**src/rtl/larson_pattern_decoder.sv**
```systemverilog
// Larson scanner pattern decoder: recovers position, direction and lock
// from a looped-back bounce pattern, flagging and counting illegal samples.
module larson_pattern_decoder #(
  parameter int WIDTH     = 8,
  parameter int ERR_CNT_W = 8,
  localparam int N  = 2*WIDTH-2,
  localparam int SW = $clog2(N),
  localparam int PW = $clog2(WIDTH)
) (
  input  logic                 slowclk,
  input  logic                 reset,
  input  logic [WIDTH-1:0]     pattern_in,
  input  logic                 pattern_valid,
  output logic [SW-1:0]        state_out,
  output logic                 dir_out,
  output logic                 locked,
  output logic                 stall,
  output logic                 error,
  output logic [ERR_CNT_W-1:0] err_count
);

  typedef enum logic [1:0] {
    S_HUNT,
    S_SYNC,
    S_LOCK
  } fsm_t;

  fsm_t                 fsm, fsm_n;
  logic [PW-1:0]        prev_p, prev_n;
  logic [SW-1:0]        state_n, nxt, lock_s;
  logic                 dir_n, locked_n, stall_n, error_n;
  logic [ERR_CNT_W-1:0] cnt_n;
  logic [WIDTH-1:0]     pat_cur, pat_nxt;
  logic [PW-1:0]        p;
  logic                 onehot, adj_up, adj_dn;

  // Scanner state s lights bit s going up and bit N-s coming back.
  function automatic logic [WIDTH-1:0] pat_of(input logic [SW-1:0] s);
    logic [WIDTH-1:0] v;
    v = '0;
    for (int i = 0; i < WIDTH; i++)
      v[i] = (int'(s) == i) || (int'(s) == N - i);
    return v;
  endfunction

  function automatic logic dir_of(input logic [SW-1:0] s);
    return int'(s) <= WIDTH - 2;
  endfunction

  always_comb begin
    onehot = (pattern_in != '0) &&
             ((pattern_in & (pattern_in - WIDTH'(1))) == '0);
    p = '0;
    for (int i = 0; i < WIDTH; i++)
      if (pattern_in[i]) p = PW'(i);
    nxt = (int'(state_out) == N - 1) ? '0 : state_out + SW'(1);
    pat_cur = pat_of(state_out);
    pat_nxt = pat_of(nxt);
    adj_up = {1'b0, p} == {1'b0, prev_p} + (PW+1)'(1);
    adj_dn = {1'b0, prev_p} == {1'b0, p} + (PW+1)'(1);
    if (adj_up)
      lock_s = SW'(p);
    else if (p == '0)
      lock_s = '0;
    else
      lock_s = SW'(N - int'(p));
  end

  always_comb begin
    fsm_n    = fsm;
    prev_n   = prev_p;
    state_n  = state_out;
    dir_n    = dir_out;
    locked_n = locked;
    stall_n  = stall;
    error_n  = 1'b0;
    cnt_n    = err_count;
    if (pattern_valid) begin
      unique case (fsm)
        S_HUNT: begin
          if (onehot) begin
            prev_n = p;
            fsm_n  = S_SYNC;
          end
        end
        S_SYNC: begin
          if (!onehot) begin
            fsm_n = S_HUNT;
          end else if (p == prev_p) begin
            fsm_n = S_SYNC;
          end else if (adj_up || adj_dn) begin
            state_n  = lock_s;
            dir_n    = dir_of(lock_s);
            locked_n = 1'b1;
            stall_n  = 1'b0;
            fsm_n    = S_LOCK;
          end else begin
            prev_n = p;
          end
        end
        S_LOCK: begin
          if (pattern_in == pat_cur) begin
            stall_n = 1'b1;
          end else if (pattern_in == pat_nxt) begin
            state_n = nxt;
            dir_n   = dir_of(nxt);
            stall_n = 1'b0;
          end else begin
            error_n  = 1'b1;
            locked_n = 1'b0;
            stall_n  = 1'b0;
            if (err_count != '1) cnt_n = err_count + ERR_CNT_W'(1);
            if (onehot) begin
              prev_n = p;
              fsm_n  = S_SYNC;
            end else begin
              fsm_n = S_HUNT;
            end
          end
        end
        default: fsm_n = S_HUNT;
      endcase
    end
  end

  always_ff @(posedge slowclk) begin
    if (reset) begin
      fsm       <= S_HUNT;
      prev_p    <= '0;
      state_out <= '0;
      dir_out   <= 1'b1;
      locked    <= 1'b0;
      stall     <= 1'b0;
      error     <= 1'b0;
      err_count <= '0;
    end else begin
      fsm       <= fsm_n;
      prev_p    <= prev_n;
      state_out <= state_n;
      dir_out   <= dir_n;
      locked    <= locked_n;
      stall     <= stall_n;
      error     <= error_n;
      err_count <= cnt_n;
    end
  end

endmodule

```
**config.mk**
```make
export PLATFORM = sky130hd
export DESIGN_NAME = larson_pattern_decoder
export DESIGN_NICKNAME = d
export VERILOG_FILES = /design/src/rtl/larson_pattern_decoder.sv
export SDC_FILE = /design/constraint.sdc
export NUM_CORES = 1
export LEC_CHECK = 0
export CORE_MARGIN = 2
export CORE_UTILIZATION = 35
export DETAILED_ROUTE_END_ITERATION = 10
export SETUP_SLACK_MARGIN = 0.1
export SYNTH_ARGS = -nofsm -noshare
export SYNTH_HDL_FRONTEND = slang
export SYNTH_SLANG_ARGS = --single-unit
```
**constraint.sdc**
```tcl
create_clock -name slowclk -period 5.25 [get_ports slowclk]
set_clock_uncertainty 0.05 [all_clocks]
set_input_delay 1.575 -clock slowclk [delete_from_list [all_inputs] [get_ports slowclk]]
set_output_delay 1.575 -clock slowclk [all_outputs]
set_load 0.005 [all_outputs]
```
### Yosys cells after proc, flatten, opt, wreduce, memory -nomap -nowiden

Index checks and enable logic that the tools add are counted.

* register bits after elaboration: 21
* output and inout port bits: 16

* $add $sub $neg: 6
* order comparisons: 2
* equal/unequal tests: 45
* muxes and demuxes: 49
* bitwise gates (word level): 5
* reduce and logical (&&, ||, !) cells: 31

Operator list (number)
* $eq 4x4->1 const B: 16
* $mux 3: 12
* $eq 4x3->1 const B: 8
* $mux 4: 8
* $reduce_and 7->1: 3
* $mux 1: 17
* $eq 4x2->1 const B: 4
* $eq 8x8->1: 2
* $ne 2x2->1 const B: 8
* $logic_or 1x1->1: 15
* $reduce_and 5->1: 3
* $mux 2: 6
* $pmux 3 s3: 1
* $add 3x1->4 const B: 2
* $add 8x1->8 const B: 1
* $and 8x8->8: 1
* $eq 3x4->1: 2
* $le 4x3->1 const B: 2
* $logic_not 4->1: 2
* $logic_not 8->1: 1
* $ne 8x8->1 const B: 1
* $pmux 4 s2: 1
* $reduce_bool 8->1: 1
* $sub 8x1->8 const B: 1
* other kinds (15): 20

### Depth between registers and ports, before layout

Gate-level depths: netlist (run 1).

* word-level depth: 15
* gate-level depth with buffers: 13

### Least setup slack after synthesis (run 1)

Ideal clock, no wire load.

* path type: input to register
* from: input pattern_in[3]
* to: register state_out[0]
* data arrival time: 3910 ps
* data required time: 5132 ps
* slack: 1221 ps
* cell stages on the path: 12
* path buffers: 1
* cells stage by stage: clkbuf_1 > nor2_1 > a211oi_1 > nor2_1 > ha_1 > xnor2_1 > nand2b_1 > o32a_1 > nor4b_2 > o21ai_2 > a2111oi_2 > o21bai_2

* word-level cells in the longest chain between the ends: 12

Ends and longest elaborated chain
* from (decl): RTL line 12 `input logic [WIDTH-1:0] pattern_in,`
* $mux 3 (5 in series): RTL line 55 `if (pattern_in[i]) p = PW'(i);`
* $sub 4x3->4 or $logic_not 3->1 (tied branches): RTL line 66, 63
* $mux 4: RTL line 63 `else if (p == '0)`
* $mux 4: RTL line 61 `if (adj_up)`
* $mux 4: RTL line 91 `end else if (adj_up || adj_dn) begin`
* $mux 4: RTL line 89 `end else if (p == prev_p) begin`
* $mux 4: RTL line 87 `if (!onehot) begin`
* $pmux 4 s2: RTL line 79 `unique case (fsm)`
* to (signal assigned): RTL line 139 `state_out <= state_n;`
* to (decl): RTL line 14 `output logic [SW-1:0] state_out,`

Parallel ways exist; a longest one is shown, timed or not. The select of a mux whose other input is x is not followed.
A chain may end at the register's enable or synchronous reset.

### Final worst setup path (run 1)

* from: input pattern_in[2]
* to: register state_out[0]

* word-level cells in the longest chain between the ends: 13

Ends and longest elaborated chain (RTL line)
* $mux 3 (6 in series): 55
* $sub 4x3->4 or $logic_not 3->1 (tied branches): 66, 63
* $mux 4: 63
* $mux 4: 61
* $mux 4: 91
* $mux 4: 89
* $mux 4: 87
* $pmux 4 s2: 79

Parallel ways exist; a longest one is shown, timed or not. The select of a mux whose other input is x is not followed.

==> results of run 1 <==
==> logic make-up after synthesis <==
| logic type | after synthesis | synth area share (%) |
|---|---|---|
| AO/OA/AOI/OAI | 72 | 25.21 |
| multiplexers | 8 | 4.131 |
| XOR/XNOR | 13 | 5.529 |
| buffers and inverters | 36 | 7.230 |
| AND/OR/NAND/NOR | 125 | 34.57 |
| flip-flops | 21 | 20.41 |
| adder cells (fa/ha/maj) | 5 | 2.916 |
==> synthesized netlist by cell type, drive strengths merged (2+ instances only) <==
library cell / count / area, µm²
nor4bb: 2 / 20.02
nor2b: 13 / 81.33
a21oi: 11 / 55.05
nand3b: 3 / 22.52
nand3: 7 / 35.03
clkbuf: 18 / 67.56
nor4: 6 / 52.55
ha: 4 / 50.05
and3: 2 / 12.51
nor3b: 5 / 37.54
a221oi: 2 / 17.52
o21bai: 3 / 26.27
a211oi: 4 / 30.03
a31oi: 4 / 25.02
a311oi: 2 / 17.52
o311ai: 2 / 17.52
xor2: 6 / 52.55
dfxtp: 21 / 420.4
buf: 8 / 43.79
or3: 2 / 12.51
inv: 10 / 37.54
nor2: 30 / 112.6
nand2b: 8 / 50.05
o211ai: 3 / 22.52
nor3: 8 / 40.04
or4: 2 / 15.01
nand4: 3 / 18.77
o21ai: 18 / 93.84
nor4b: 3 / 32.53
a2111oi: 2 / 23.77
nand4b: 2 / 17.52
and3b: 3 / 26.28
nand2: 20 / 75.07
a211o: 2 / 17.52
o31ai: 2 / 15.01
mux2: 4 / 45.04
xnor2: 7 / 61.31
mux2i: 4 / 40.04
o32a: 3 / 30.03
==> layout make-up <==
cell class              instances  area [µm²]
fillers                       610        3211
clock inverters                 1       5.005
well taps                      72       90.09
multi-input cells             223        1490
clock buffers                   3       41.29
inverters                      10       37.54
flip-flops and latches         21       420.4
repair buffers                 33       312.8
==> power by group through the flow <==
stage,clock [mW],combinational (mW),sequential (mW)
after floorplan,0,0.0451,0.164
after global placement,0,0.0635,0.164
after detailed placement,0,0.0634,0.164
after CTS,0.110,0.0638,0.160
after global routing,0.116,0.0706,0.160
final,0.104,0.0639,0.160
==> critical path: cells and delay by family <==
| family | cells | cell delay (ns) |
|---|---|---|
| AO/OA/AOI/OAI | 5 | 1.22 |
| XOR/XNOR | 1 | 0.14 |
| adder cells (fa/ha/maj) | 1 | 0.32 |
| buffers and inverters | 2 | 0.76 |
| AND/OR/NAND/NOR | 4 | 0.61 |
==> stage by stage <==
stage	area (µm²)	hold slack (ns)
final	2397	0.4097
after global routing	2397	0.4480
after detailed placement	2351	0.4008
after floorplan	2059	0.3983
after CTS	2397	0.4158
after global placement	2351	0.3959
==> metal layers <==
layer  part of all wire [%]  up-vias
li1                       -     1049
met1                     50      950
met2                     47       41
met3                    3.2        4
met4                   0.62        0
met5                      0        -
==> sequential cells by signal, summed over array words and instances (netlist names) <==
register and cells:
err_count 8, error 1, prev_p 3, stall 1, state_out 4, dir_out 1
fsm 2, locked 1
==> worst max-delay path by stage <==
| stage | from | slack [ns] | to | depth (start not counted) |
|---|---|---|---|---|
| after floorplan | pattern_in[3] | 1.22 | state_out[0] | 12 |
| after global placement | pattern_in[2] | 0.56 | state_out[0] | 13 |
| after detailed placement | pattern_in[2] | 0.50 | dir_out | 13 |
| after CTS | pattern_in[2] | 0.75 | state_out[0] | 13 |
| after global routing | pattern_in[2] | 0.44 | err_count[7] | 8 |
| final | pattern_in[2] | 0.77 | state_out[0] | 13 |
==> cells in the final DEF (no fill, tap or decap), types with 3 or more instances in the layout <==
cell type                         netlist  layout
sky130_fd_sc_hd__nor2_1                30      30
sky130_fd_sc_hd__nand3b_1               3       3
sky130_fd_sc_hd__mux2_2                 4       4
sky130_fd_sc_hd__xor2_1                 6       6
sky130_fd_sc_hd__o32a_1                 3       3
sky130_fd_sc_hd__nand4_1                3       3
sky130_fd_sc_hd__clkdlybuf4s50_1        0      26
sky130_fd_sc_hd__nor4_1                 5       5
sky130_fd_sc_hd__inv_1                 10      10
sky130_fd_sc_hd__o211ai_1               3       3
sky130_fd_sc_hd__nand2b_1               8       8
sky130_fd_sc_hd__nor3b_1                5       5
sky130_fd_sc_hd__a31oi_1                4       4
sky130_fd_sc_hd__a211oi_1               4       4
sky130_fd_sc_hd__nand3_1                7       7
sky130_fd_sc_hd__dfxtp_1               21      21
sky130_fd_sc_hd__buf_4                  0       7
sky130_fd_sc_hd__a21oi_1               11      11
sky130_fd_sc_hd__ha_1                   4       4
sky130_fd_sc_hd__clkbuf_8               0       3
sky130_fd_sc_hd__o21ai_0               16      16
sky130_fd_sc_hd__nor2b_1               13      13
sky130_fd_sc_hd__and3b_1                3       3
sky130_fd_sc_hd__nand2_1               20      20
sky130_fd_sc_hd__nor3_1                 8       8
sky130_fd_sc_hd__xnor2_1                7       7
sky130_fd_sc_hd__mux2i_1                4       4
==> results by stage, run 1 <==
Critical path:
- The element type at the critical path start is a primary input.
- The arrival time of data at the critical path endpoint is 4.62 ns.
- For this run, the slowest stage of the critical path takes 0.59 ns.
- The startpoint identified for the worst register-to-register timing path is state_out[2].
- The depth of the most critical reg-to-reg path is 8.
- The highest net fanout along the worst path is 12.
- The critical-path cell with the highest stage delay is sky130_fd_sc_hd__clkdlybuf4s50_1.
- Across all register-to-register paths, the minimum setup slack is 1.69 ns.
- The critical path in this run is classified as in2reg.
- The worst setup path is captured at a flop.
- For the worst setup path, the data required time is 5.40 ns.
- The endpoint identified for the worst register-to-register timing path is err_count[7].
- Walking the worst path, the cells encountered are clkdlybuf4s50_1, inv_1, nand2_1, a211oi_1, nor2_1, ha_1, xnor2_1, nand2b_1, o32a_1, nor4b_2, o21ai_2, a2111oi_2, o21bai_2.

Clocking:
- The number of setup buffers added after CTS is 0.
- The number of buffers added by the clock tree synthesis step is 3.
- TritonCTS built the clock tree.
- Post-CTS repair changed the size of 0 cells.
- Counting along the longest clock path gives a buffer depth of 2.
- The clock insertion delay at the later pin of the skew report is 0.26 ns.
- CTS saw 21 sinks.
- The count of hold buffers inserted by post-cts repair is 0.
- CTS built an H-tree with a depth of 1.
- The root cell of the clock tree is sky130_fd_sc_hd__clkbuf_8.
- Clock-pin slew was measured on the worst setup and hold paths at 0.08 ns.

GRT:
- The initial antenna violation count was 0.
- Global routing used 26.42% of the available met2 tracks.
- The met1 layer usage reported by global route is 22.95%.
- For met3 alone, demand over resource in global routing was 1.798%.
- The total routing resource utilization after global routing is 16.20%.
- The layer flagged by global routing as most heavily used is met2.
- The first global-routing pass estimated 8.687 mm of wire.
- The via count of the first global-routing pass is 1,866.
- The total overflow reported by the global router is 0.
- Entering global routing, the biggest net connects 35 pins.

Placed design:
- Including well taps, the total number of placed cells is 359.
- The post-DP HPWL is 3.629 mm.
- The number of I/O port buffers is 26.
- Routability-driven placement finished with a final weighted congestion of 0.8782.
- Prior to clock tree synthesis, the placed netlist has a worst setup slack of 0.4958 ns.

Floorplanning:
- For this configuration, the core starts out at a cell density of 36.72%.
- The height of the chip is 80.71 µm.
- 27 I/O pins were placed.
- The horizontal extent of the die is 80.71 µm.
- The placeable core region is 5608 µm².
- The initialized floorplan defines 27 standard-cell rows.
- The floorplan step defined a die boundary enclosing 6514 µm².

Power:
- The switching part of the total is 26.60%.
- VDD sags by at most 120.7 µV.
- Of the total power, registers draw 48.8%.
- The cell internal power dissipation is 0.2409 mW.
- The fraction of power consumed by combinational cells is 19.5%.
- The standby leakage power is 0.8023 nW.
- The total power of the final layout is 0.3281 mW.
- For this design the total switching power over the nets is 0.08729 mW.
- The fraction of power consumed by the clock network is 31.7%.
- The power per cell area is 136.9 nW/µm².

Run:
- The total of max-cap violations is 0.

Timing:
- After layout, the worst setup slack is 0.7733 ns.
- The time the worst path needs with I/O delays and setup is 4.477 ns.
- In the final timing run, aggregate negative setup slack is 0 ns.
- The final hold violation count is 0.
- The number of pins exceeding their max-slew limit in the final report is 0.
- At the pin with the least slew margin, the transition time is 1.059 ns.
- For this run, the top clock speed supported by timing is 223.4 MHz.
- Setup violations remaining at the end of the flow were counted as 0.
- Dividing the final minimum period by the clock period gives 85.27%.
- The headroom to the max-slew limit is 28.54%.
- Setup repair after global routing left no endpoint under its margin.

Cells and area:
- Of the cells placed in the final design, the portion with a size suffix greater than 1 is 8.247%.
- Leaving out filler cells and counting taps, the final layout contains 363.
- The layout-stage area growth over the synthesis result is 16.40%.
- The number of antenna diodes in the final layout is 0.
- Cells fill 42.75% of the core in the end.
- For this run, the post-layout net count is 307.

Run status:
- The flow ran to the end, and the final reports show no timing, DRC or antenna violations.

Synth:
- Synthesis handed over a netlist of 280 instances.
- The number of distinct library cell variants in the gate-level netlist after synthesis is 68.
- The post-synthesis sequential area ratio is 20.41%.
- The synthesized netlist net count is 295.
- The synthesized design contains 0 enable-type register cells.
- The netlist area before placement is 2059 µm².
- Counting flops and latches in the post-synthesis netlist gives 21.
- The async set or reset register ratio after synthesis is 0%.
- The mean cell area of the mapped netlist is 7.355 µm².
- For this run, the leading register cell type out of synthesis is sky130_fd_sc_hd__dfxtp_1.
- Yosys printed 0 warnings.

Route:
- The DRC violation count after routing is 0.
- The mean number of vias per cell is 5.631.
- The number of DRC markers in iteration 0 is 104.
- The average wire length per cell after detail routing is 13.80 µm.
- The first detailed-routing pass ran for 4 iterations.
- The routed layout has 2,044 vias.
- The final wirelength is 5.008 mm.
- The post-route antenna net violation count is 0.

Min path:
- The hold-critical path endpoint is locked.
- The startpoint identified for the worst hold timing path is locked.
- Counting instances, the worst hold path has a depth of 2.
- The class of the most critical hold timing path is reg2reg.
No activity file was read; power rests on OpenSTA's default activity.
==> run 2: changes to the inputs <==
Settings changed: SLEW_MARGIN set to 25.
==> results by stage, run 2 (same netlist as run 1, synthesis figures left out) <==
Floorplanning:
- 27 I/O pins were placed.
- The area of the die is 6514 µm².
- After floorplanning, the core was divided into 27 placement rows.
- The total area inside the core boundary comes to 5608 µm².
- The height of the chip is 80.71 µm.
- Once the floorplan was initialized, standard cells occupied 36.72% of the core.
- The horizontal extent of the die is 80.71 µm.

Cells and area:
- The most common cell after layout, fill and taps aside is sky130_fd_sc_hd__nor2_1.
- The register with the most flip-flops in the layout has 8 of them.
- The share of final-layout standard cells stronger than drive strength 1 is 8.247%.
- In the layout the commonest cells are sky130_fd_sc_hd__nor2_1 (30), sky130_fd_sc_hd__clkdlybuf4s50_1 (26), sky130_fd_sc_hd__dfxtp_1 (21).
- Summing all non-filler instances in the final layout gives an area of 2397 µm².
- The final layout net count is 307.
- The combined area of the multi-input logic cells is 1490 µm².
- In the final layout, flip-flops and latches occupy 420.4 µm².
- The repair_antennas step left the layout with diodes totalling 0.
- The number of filler instances in the final layout is 610.
- The register name with the most flops is err_count.
- The layout-stage area growth over the synthesis result is 16.40%.
- In the final layout, the registers with the most flip-flops are err_count: 8 flops, state_out: 4 flops, prev_p: 3 flops.

Placed design:
- In this run the cell area measured after placement is 2351 µm².
- At the end of routability-driven placement, the weighted congestion stood at 0.8782.
- The number of I/O port buffers is 26.
- Detailed placement finished with a half-perimeter wire length of 3.629 mm.
- Prior to clock tree synthesis, the placed netlist has a worst setup slack of 0.4958 ns.

Critical path:
- STA classifies the critical path startpoint as a primary input.
- The highest cell delay on the worst timing path is 0.59 ns.
- The slowest stage of the critical path is the sky130_fd_sc_hd__clkdlybuf4s50_1 cell.
- The highest net fanout along the worst path is 12.
- The type of the worst setup path is in2reg.
- Traced cell by cell, the critical path runs through clkdlybuf4s50_1, inv_1, nand2_1, a211oi_1, nor2_1, ha_1, xnor2_1, nand2b_1, o32a_1, nor4b_2, o21ai_2, a2111oi_2, o21bai_2.
- STA classifies the critical path endpoint as a flop.
- At the worst endpoint, the arrival time is 4.63 ns.
- STA puts the critical path data required time at 5.40 ns.

Route:
- After detailed routing, the total wire length is 5.010 mm.
- The first-pass iteration count of the detailed router is 4.
- The DRC violation count after routing is 0.
- For this block, the initial DRC count from the detailed router was 107.
- In this run the remaining antenna-violating nets after routing total 0.
- The average wire length per cell after detail routing is 13.80 µm.
- After detailed routing, the number of vias per cell comes to 5.661.
- The via count of the routed design is 2,055.

Clocking:
- No sink is reached through more buffers than the 2 on the longest clock path.
- At the later pin of the worst-skew pair, clock insertion delay measures 0.26 ns.
- TritonCTS built the clock tree.
- The clock-pin slew on the worst setup and hold paths is 0.08 ns.
- The total clock sinks is 21.
- Once the clock tree was built, the resizer swapped 0 gates to a different size.
- The root cell of the clock tree is sky130_fd_sc_hd__clkbuf_8.
- In this run, CTS created clock tree buffers numbering 3.
- In this run the post-CTS setup repair buffer count came out at 0.
- CTS built an H-tree with a depth of 1.
- After clock tree synthesis, the flow added hold-fix buffers numbering 0.

Timing:
- For this run, the top clock speed supported by timing is 223.4 MHz.
- After layout, the worst path uses 85.28% of the clock period.
- The number of pins exceeding their max-slew limit in the final report is 0.
- Subtracting the final worst setup slack from the clock period gives 4.477 ns.
- Setup violations remaining at the end of the flow were counted as 0.
- The slew at the pin with the worst max-slew slack is 0.9704 ns.
- The worst pin sits at a relative slew slack of 35.10%.
- Setup repair after global routing left no endpoint under its margin.
- The setup TNS after final layout is 0 ns.
- The final hold violation count came to 0.
- The final worst slack is 0.7728 ns.

Power:
- The fraction of power consumed by combinational cells is 19.5%.
- The switching part of the total is 26.62%.
- The clock network accounts for 31.7% of the total power.
- The total power of the final layout is 0.3282 mW.
- The standby leakage power is 0.8058 nW.
- The cell internal power dissipation is 0.2409 mW.
- For this design the ratio of total power to cell area is 136.9 nW/µm².
- The worst IR drop on VDD is 120.7 µV.
- Of the total power, registers draw 48.8%.
- The total net switching power is 0.08738 mW.

GRT:
- The global-route wire length before repair is 8.687 mm.
- The total routing resource utilization after global routing is 16.20%.
- The total overflow left after global routing is 0.
- The initial antenna violation count is 0.
- The via count of the first global-routing pass is 1,866.
- The maximum number of pins on one net before global-route repair is 35.

Run:
- The total of max-cap violations is 0.

Min path:
- The class of the most critical hold timing path is reg2reg.

Run status:
- The flow ran to the end, and the final reports show no timing, DRC or antenna violations.
[run 2: cell count changes in the layout (fill, tap and decap cells not counted)]
cell / change
sky130_fd_sc_hd__o311ai_1: +1
sky130_fd_sc_hd__o311ai_0: -1
[run 2: worst paths after layout]
kind / from / end / slack [ns] / cells past startpoint
min reg2reg: locked / locked / 0.41 / 2
max: pattern_in[2] / state_out[0] / 0.77 / 13
max reg2reg: state_out[2] / err_count[7] / 2.01 / 8
min: locked / locked / 0.41 / 2
[run 2: power groups by stage]
stage / sequential, mW / clock, mW / combinational [mW]
after floorplan: 0.164 / 0 / 0.0451
after global placement: 0.164 / 0 / 0.0635
after detailed placement: 0.164 / 0 / 0.0634
after CTS: 0.160 / 0.110 / 0.0638
after global routing: 0.160 / 0.116 / 0.0707
final: 0.160 / 0.104 / 0.0640
[run 2: critical path, delay by kind of cell]
| family | cells | cell delay (ns) |
|---|---|---|
| compound gates | 5 | 1.22 |
| xor+xnor | 1 | 0.14 |
| buf+inv | 2 | 0.76 |
| fa+ha+maj | 1 | 0.32 |
| simple gates | 4 | 0.61 |
[run 2: metrics by stage]
| stage | utilization (%) | hold slack (ns) | std cells |
|---|---|---|---|
| after global placement | 41.92 | 0.3959 | 359 |
| after floorplan | - | 0.3983 | 280 |
| final | 42.75 | 0.4097 | 363 |
| after CTS | 42.75 | 0.4158 | 363 |
| after detailed placement | 41.92 | 0.4008 | 359 |
| after global routing | 42.75 | 0.4480 | 363 |
[run 2: routing by layer]
layer / share of wire [%] / GRT usage [%] / wire [µm]
met1: 49 / 22.95 / 2473
met2: 47 / 26.42 / 2335
met4: 0.62 / 3.559 / 31
met5: 0 / 0 / 0
met3: 3.4 / 1.798 / 169
[run 2: final cells by class]
cell class	instances	share of cell area (%)
sequential	21	17.54
inverter	10	1.566
clock buffer	3	1.722
timing repair buffer	33	13.05
multi-input combinational	223	62.16
tap	72	3.758
clock inverter	1	0.2088
